## config.mk

```make
export PLATFORM = sky130hd
export DESIGN_NAME = fmac_prod_align
export DESIGN_NICKNAME = d
export VERILOG_FILES = /design/src/rtl/fmac_prod_align.sv
export SDC_FILE = /design/constraint.sdc
export NUM_CORES = 2
export LEC_CHECK = 0
export BUFFER_PORTS_ARGS = -buffer_cell sky130_fd_sc_hd__buf_2
export CORE_UTILIZATION = 35
export DETAILED_ROUTE_END_ITERATION = 6
export HOLD_SLACK_MARGIN = 0.08
export PLACE_DENSITY_LB_ADDON = 0.3
export SYNTH_ARGS = -nofsm -noshare
export SYNTH_HDL_FRONTEND = slang
export SYNTH_SLANG_ARGS = --single-unit
```

## constraint.sdc

```tcl
create_clock -name Clk_CI -period 11.8 [get_ports Clk_CI]
set_clock_uncertainty 0.15 [all_clocks]
set_input_delay 0.59 -clock Clk_CI [delete_from_list [all_inputs] [get_ports Clk_CI]]
set_output_delay 0.59 -clock Clk_CI [all_outputs]
set_load 0.01 [all_outputs]
```

## src/rtl/fmac_prod_align.sv

```systemverilog
// fmac_prod_align: FMAC product/addend alignment stage, 2-cycle valid/ready pipeline
// Inputs: unpacked sign/exp/mant and class flags of a, b, c plus fused-op Cmd_DI.
// Outputs: 48-bit product, signed product exponent, aligned addend window with sticky,
// effective signs, addend-dominance, product-zero and NaN/Inf special result with NV.
// Optional FMAC_PROD_ALIGN_FLUSH_EN adds Flush_SI, which drops both valid bits.
module fmac_prod_align #(
  parameter int C_EXP         = 8,
  parameter int C_MANT        = 23,
  parameter int C_BIAS        = 127,
  parameter int C_EXP_PRENORM = C_EXP + 2,
  parameter int C_ALIGN       = 3 * (C_MANT + 1) + 2
) (
  input  logic                     Clk_CI,
  input  logic                     Rst_RBI,
`ifdef FMAC_PROD_ALIGN_FLUSH_EN
  input  logic                     Flush_SI,
`endif
  input  logic                     Valid_SI,
  output logic                     Ready_SO,
  input  logic [3:0]               Cmd_DI,
  input  logic                     Sign_a_DI,
  input  logic                     Sign_b_DI,
  input  logic                     Sign_c_DI,
  input  logic [C_EXP-1:0]         Exp_a_DI,
  input  logic [C_EXP-1:0]         Exp_b_DI,
  input  logic [C_EXP-1:0]         Exp_c_DI,
  input  logic [C_MANT:0]          Mant_a_DI,
  input  logic [C_MANT:0]          Mant_b_DI,
  input  logic [C_MANT:0]          Mant_c_DI,
  input  logic                     Inf_a_SI,
  input  logic                     Inf_b_SI,
  input  logic                     Inf_c_SI,
  input  logic                     Zero_a_SI,
  input  logic                     Zero_b_SI,
  input  logic                     Zero_c_SI,
  input  logic                     NaN_a_SI,
  input  logic                     NaN_b_SI,
  input  logic                     NaN_c_SI,
  output logic                     Valid_SO,
  input  logic                     Ready_DI,
  output logic [2*C_MANT+1:0]      Mant_prod_DO,
  output logic [C_EXP_PRENORM-1:0] Exp_prod_DO,
  output logic                     Sign_prod_DO,
  output logic [C_ALIGN-1:0]       Mant_c_aligned_DO,
  output logic                     Sticky_c_SO,
  output logic                     Sign_c_DO,
  output logic                     Addend_dom_SO,
  output logic                     Prod_zero_SO,
  output logic                     Special_SO,
  output logic [31:0]              Special_res_DO,
  output logic                     NV_SO
);
  localparam int C_M   = C_MANT + 1;
  localparam int C_PAD = C_ALIGN - C_M;
  localparam int C_SH  = C_EXP_PRENORM + 1;
  localparam logic [31:0] C_QNAN = 32'h7FC00000;
  logic w_flush;
`ifdef FMAC_PROD_ALIGN_FLUSH_EN
  assign w_flush = Flush_SI;
`else
  assign w_flush = 1'b0;
`endif
  logic r_rst_done, r_s1_valid, r_s2_valid;
  logic w_s2_ready, w_in_xfer, w_s1_xfer;
  assign w_s2_ready = ~r_s2_valid | Ready_DI;
  assign Ready_SO   = r_rst_done & ~w_flush & (~r_s1_valid | w_s2_ready);
  assign w_in_xfer  = Valid_SI & Ready_SO;
  assign w_s1_xfer  = r_s1_valid & w_s2_ready & ~w_flush;
  assign Valid_SO   = r_s2_valid;
  // Commands outside 8..B decode as FMADD (no negation).
  logic w_cmd_ok, w_neg_p, w_neg_c, w_sp, w_sc;
  assign w_cmd_ok = Cmd_DI[3:2] == 2'b10;
  assign w_neg_p  = w_cmd_ok & Cmd_DI[1];
  assign w_neg_c  = w_cmd_ok & (Cmd_DI[1] ^ Cmd_DI[0]);
  assign w_sp     = Sign_a_DI ^ Sign_b_DI ^ w_neg_p;
  assign w_sc     = Sign_c_DI ^ w_neg_c;
  logic [C_EXP_PRENORM-1:0] w_exp_prod;
  logic [C_SH-1:0]          w_shift;
  assign w_exp_prod = C_EXP_PRENORM'(Exp_a_DI) + C_EXP_PRENORM'(Exp_b_DI) - C_EXP_PRENORM'(C_BIAS);
  // Offset places the addend MSB at the product's bit 46 when exponents match.
  assign w_shift    = {w_exp_prod[C_EXP_PRENORM-1], w_exp_prod} - C_SH'(Exp_c_DI) + C_SH'(C_MANT + 4);
  logic w_any_nan, w_snan, w_inv_mul, w_pinf, w_inf_sub, w_special, w_nv;
  logic [31:0] w_res;
  assign w_any_nan = NaN_a_SI | NaN_b_SI | NaN_c_SI;
  assign w_snan    = (NaN_a_SI & ~Mant_a_DI[C_MANT-1]) | (NaN_b_SI & ~Mant_b_DI[C_MANT-1]) |
                     (NaN_c_SI & ~Mant_c_DI[C_MANT-1]);
  assign w_inv_mul = (Inf_a_SI & Zero_b_SI) | (Zero_a_SI & Inf_b_SI);
  assign w_pinf    = Inf_a_SI | Inf_b_SI;
  assign w_inf_sub = w_pinf & Inf_c_SI & (w_sp ^ w_sc);
  assign w_special = w_any_nan | w_pinf | Inf_c_SI;
  assign w_nv      = w_any_nan ? w_snan : (w_inv_mul | w_inf_sub);
  assign w_res     = (w_any_nan | w_inv_mul | w_inf_sub) ? C_QNAN :
                     w_pinf   ? {w_sp, 8'hFF, 23'h0} :
                     Inf_c_SI ? {w_sc, 8'hFF, 23'h0} : 32'h0;
  logic                     r1_sign_prod, r1_sign_c, r1_zero_c, r1_prod_zero, r1_special, r1_nv;
  logic [C_EXP_PRENORM-1:0] r1_exp_prod;
  logic [C_SH-1:0]          r1_shift;
  logic [C_MANT:0]          r1_mant_a, r1_mant_b, r1_mant_c;
  logic [31:0]              r1_res;
  logic [C_ALIGN-1:0]       w_win, w_aligned;
  logic [2*C_ALIGN-1:0]     w_wide;
  logic                     w_le0, w_ge, w_sticky;
  // The lower half of the double-width shift holds exactly the bits pushed out.
  assign w_win     = {r1_mant_c, {C_PAD{1'b0}}};
  assign w_wide    = {w_win, {C_ALIGN{1'b0}}} >> r1_shift;
  assign w_le0     = r1_shift[C_SH-1] | ~|r1_shift;
  assign w_ge      = ~r1_shift[C_SH-1] & (r1_shift >= C_SH'(C_ALIGN));
  assign w_aligned = r1_zero_c ? '0 : w_le0 ? w_win : w_ge ? '0 : w_wide[2*C_ALIGN-1:C_ALIGN];
  assign w_sticky  = r1_zero_c ? 1'b0 : w_le0 ? 1'b0 : w_ge ? |r1_mant_c : |w_wide[C_ALIGN-1:0];
  always_ff @(posedge Clk_CI or negedge Rst_RBI)
    if (!Rst_RBI) begin
      r_rst_done <= 1'b0;
      r_s1_valid <= 1'b0;
      r_s2_valid <= 1'b0;
    end else begin
      r_rst_done <= 1'b1;
      r_s1_valid <= ~w_flush & (w_in_xfer | (r_s1_valid & ~w_s2_ready));
      r_s2_valid <= ~w_flush & (w_s1_xfer | (r_s2_valid & ~Ready_DI));
    end
  always_ff @(posedge Clk_CI or negedge Rst_RBI)
    if (!Rst_RBI) begin
      r1_sign_prod <= 1'b0;
      r1_sign_c    <= 1'b0;
      r1_exp_prod  <= '0;
      r1_shift     <= '0;
      r1_mant_a    <= '0;
      r1_mant_b    <= '0;
      r1_mant_c    <= '0;
      r1_zero_c    <= 1'b0;
      r1_prod_zero <= 1'b0;
      r1_special   <= 1'b0;
      r1_res       <= '0;
      r1_nv        <= 1'b0;
    end else if (w_in_xfer) begin
      r1_sign_prod <= w_sp;
      r1_sign_c    <= w_sc;
      r1_exp_prod  <= w_exp_prod;
      r1_shift     <= w_shift;
      r1_mant_a    <= Mant_a_DI;
      r1_mant_b    <= Mant_b_DI;
      r1_mant_c    <= Mant_c_DI;
      r1_zero_c    <= Zero_c_SI;
      r1_prod_zero <= Zero_a_SI | Zero_b_SI;
      r1_special   <= w_special;
      r1_res       <= w_res;
      r1_nv        <= w_nv;
    end
  always_ff @(posedge Clk_CI or negedge Rst_RBI)
    if (!Rst_RBI) begin
      Mant_prod_DO      <= '0;
      Exp_prod_DO       <= '0;
      Sign_prod_DO      <= 1'b0;
      Mant_c_aligned_DO <= '0;
      Sticky_c_SO       <= 1'b0;
      Sign_c_DO         <= 1'b0;
      Addend_dom_SO     <= 1'b0;
      Prod_zero_SO      <= 1'b0;
      Special_SO        <= 1'b0;
      Special_res_DO    <= '0;
      NV_SO             <= 1'b0;
    end else if (w_s1_xfer) begin
      Mant_prod_DO      <= r1_mant_a * r1_mant_b;
      Exp_prod_DO       <= r1_exp_prod;
      Sign_prod_DO      <= r1_sign_prod;
      Mant_c_aligned_DO <= w_aligned;
      Sticky_c_SO       <= w_sticky;
      Sign_c_DO         <= r1_sign_c;
      Addend_dom_SO     <= r1_shift[C_SH-1];
      Prod_zero_SO      <= r1_prod_zero;
      Special_SO        <= r1_special;
      Special_res_DO    <= r1_res;
      NV_SO             <= r1_nv;
    end
endmodule

```

==> summary.txt <==
Run
  – MaxCap Viol Count: 0

Clocking
  – H-tree Lvls: 1
  – Sink Count: 247
  – Root buffer cell: clkbuf_16
  – Clock insertion delay at the later pin of the skew report: 650 ps
  – Post-CTS Setup Bufs: 0
  – CTS Buffer Depth: 3
  – CTS tree: yes
  – Clock transition at path regs: 60 ps
  – CTS Buf Count: 29

Routing
  – DR iter-0 viols: 1788
  – Post-Route WL: 97900 um
  – Drt wl/cell: 19.3 um
  – # DRC: 0
  – First drt pass iteration count: 5
  – Routed Antenna Nets: 0
  – Via density: 5.10
  – Via count: 25.8k

Logic synthesis
  – Unique cell type count in the Yosys netlist: 77
  – Main synth FF type: dfrtp_1
  – Area leader, netlist: fa_1
  – Mean Syn Cell Area: 8.76 um2
  – Top cell type's share of synthesized area: 30.0%
  – Post-synth ARST share: 100%
  – Yosys reg bits: 247
  – Top post-synthesis cells by area: fa_1 (30%), dfrtp_1 (19%), nand2_1 (9.2%), ha_1 (8.0%), inv_1 (7.0%)
  – Post-synth EDFFs: 0
  – Synth warnings: 0
  – Seq/Total Area, Yosys: 19.2%
  – Mapped Area: 0.0322 mm2
  – Synthesized netlist cell count: 3682

Final layout
  – Share of cells above drive strength 1: 10.0%
  – Area grow syn2layout: 11.8%
  – Fin nets: 4670

Worst setup path
  – CP Max Fanout: 25
  – Cell chain of the critical path: nand2_1 > fa_1 > inv_1 > fa_1 > inv_1 > fa_1 > inv_1 > fa_1 > fa_1 > fa_1 > inv_1 > fa_1 > inv_1 > ha_1 > nand3_1 > nand2b_1 > or3_1 > a211oi_1 > o21ai_0 > nand3_1 > a22oi_1 > or4_1 > nand3_1
  – CP max stage delay: 1070 ps
  – Slowest cell on the critical path: dfrtp_1
  – Worst EP required: 12210 ps
  – WP buf/inv: 5
  – Critical Path Start: r1_mant_b[9]
  – Largest delay share family, worst path: adder cells
  – Critical path startpoint category: register
  – Worst Setup End Kind: register
  – Worst r2r src: r1_mant_b[9]
  – Setup CP Type: register to register
  – Top cell by count, worst path: fa_1
  – Crit path DAT: 8560 ps

Timing
  – Tightest Pin Transition: 1210 ps
  – RSZ-0062 raised after global routing: no
  – Max-slew violation count: 0
  – Final Hold Viols: 0
  – Fmax: 0.123 GHz
  – Period Utilization, post-route: 69.1%
  – Slew headroom: 19.6%
  – Final setup fails: 0
  – Tmin final: 8160 ps
  – Setup_tns: 0 ps

Die
  – Die area: 0.0934 mm2
  – I/O pin count: 289
  – Die width: 306 um
  – Die H: 306 um
  – # rows: 110
  – CORE AREA: 0.0907 mm2
  – Starting density of the core: 35.6%

Worst hold path
  – Min-delay src: Mant_a_DI[22]
  – Hold/Removal Path Class: primary input to register

GRT
  – Total GRT Usage: 21.3%
  – Largest net degree at the start of global routing: 141
  – Number of global-route vias before repair: 26.7k
  – Global-route wire length before repair: 155000 um
  – Initial antenna violation count: 3
  – Remaining global-route overflow: 0

Placed design
  – PortBufs: 266
  – Dpl hpwl: 74100 um
  – GPL Wtd Cong: 0.952

Run status
  – Outcome: completed
-- registers in the layout, summed over array words and instances, names as in the netlist, 3 cells and up --
name and flops:
r1_mant_c 24, r1_shift 11, Mant_c_aligned_DO 74, Special_res_DO 3, Mant_prod_DO 48, Exp_prod_DO 10
r1_mant_b 24, r1_mant_a 24, r1_res 3, r1_exp_prod 10
-- layout by cell type, fill, tap and decap left out, types with 23 or more instances in the layout --
master         instances
buf_4                 30
mux2i_1               39
nor2_1                86
conb_1                23
ha_1                 206
a21o_1                27
inv_1                601
dfrtp_1              245
fa_1                 484
xor2_1                24
nand2_1              789
a22o_1                25
a22oi_1               29
o21ai_0              146
clkbuf_16             29
xnor2_1               32
a21oi_1              104
and2_1               289
dlygate4sd3_1         72
nand3_1               32
buf_2                265
-- synth_stat cells, types with 12 or more instances --
cell type and n:
a21o_1 27, a21oi_1 104, a22o_1 25, a22oi_1 29, a31oi_1 15, and2_1 288
buf_1 14, buf_2 12, buf_4 32, clkbuf_1 180, dfrtp_1 247, fa_1 484
ha_1 206, inv_1 601, mux2_2 19, mux2i_1 39, mux4_2 16, nand2_1 791
nand2b_1 14, nand3_1 32, nand4_1 12, nor2_1 86, nor3_1 15, o21ai_0 146
o21bai_1 14, o22ai_1 16, xnor2_1 32, xor2_1 24
-- final timing paths --
path	endpoint	slack, ps	cells after the start
min	r1_mant_a[22]	100	3
min in group asynchronous	r1_mant_c[15]	420	2
max reg2reg	Mant_prod_DO[46]	3640	23
min reg2reg	Exp_prod_DO[5]	310	2
max in group asynchronous	r1_mant_a[17]	9750	3
max	Mant_prod_DO[46]	3640	23
-- metrics by stage --
step	cells	utilization, %	setup slack [ps]	hold WS (ps)	cell area, um2
2_1_floorplan	3703	-	4820	144	32300
3_3_place_gp	4937	37.9	3780	303	34400
3_5_place_dp	4937	37.9	3710	307	34400
4_1_cts	5063	39.7	3680	81.9	36000
5_1_grt	5063	39.7	3110	140	36000
6_report	5064	39.7	3640	103	36100
-- layout make-up --
cell class	instances	area, um2
Antenna cell	1	2.50
Clock buffer	45	846
Clock inverter	9	116
Fill cell	9275	54600
Inverter	604	2270
Multi-Input combinational cell	2613	22900
Sequential cell	247	6180
Tap cell	1176	1470
Timing Repair Buffer	369	2310
-- tightest hold or removal path, cell delays in order --
cell,delay (ps)
buf_2,90
inv_1,70
o21ai_0,80
-- cell families after synthesis --
| group | after synthesis | synth area share (%) |
|---|---|---|
| AO/OA/AOI/OAI | 460 | 9.06 |
| buffers and inverters | 843 | 10.3 |
| other | 2 | 0.0233 |
| flip-flops | 247 | 19.2 |
| XOR/XNOR | 56 | 1.52 |
| multiplexers | 80 | 3.48 |
| adder cells (fa/ha/maj) | 690 | 38.0 |
| AND/OR/NAND/NOR | 1304 | 18.5 |
-- timing repair --
item	CTS	global route
hold endpoints to repair	177	0
gates resized for setup	0	0
hold buffers	72	0
-- per-layer routing --
layer  up-vias  global-route usage, %  share of wire, %
met3       142                   4.06               6.8
met1     13100                   28.8                43
met4         0                   5.49               2.8
li1      11800                      -                 -
met2       772                   34.8                47
met5         -                      0                 0
Power is not shown: default switching activity piles up to over one toggle a cycle in this logic, so the estimate is an artifact.
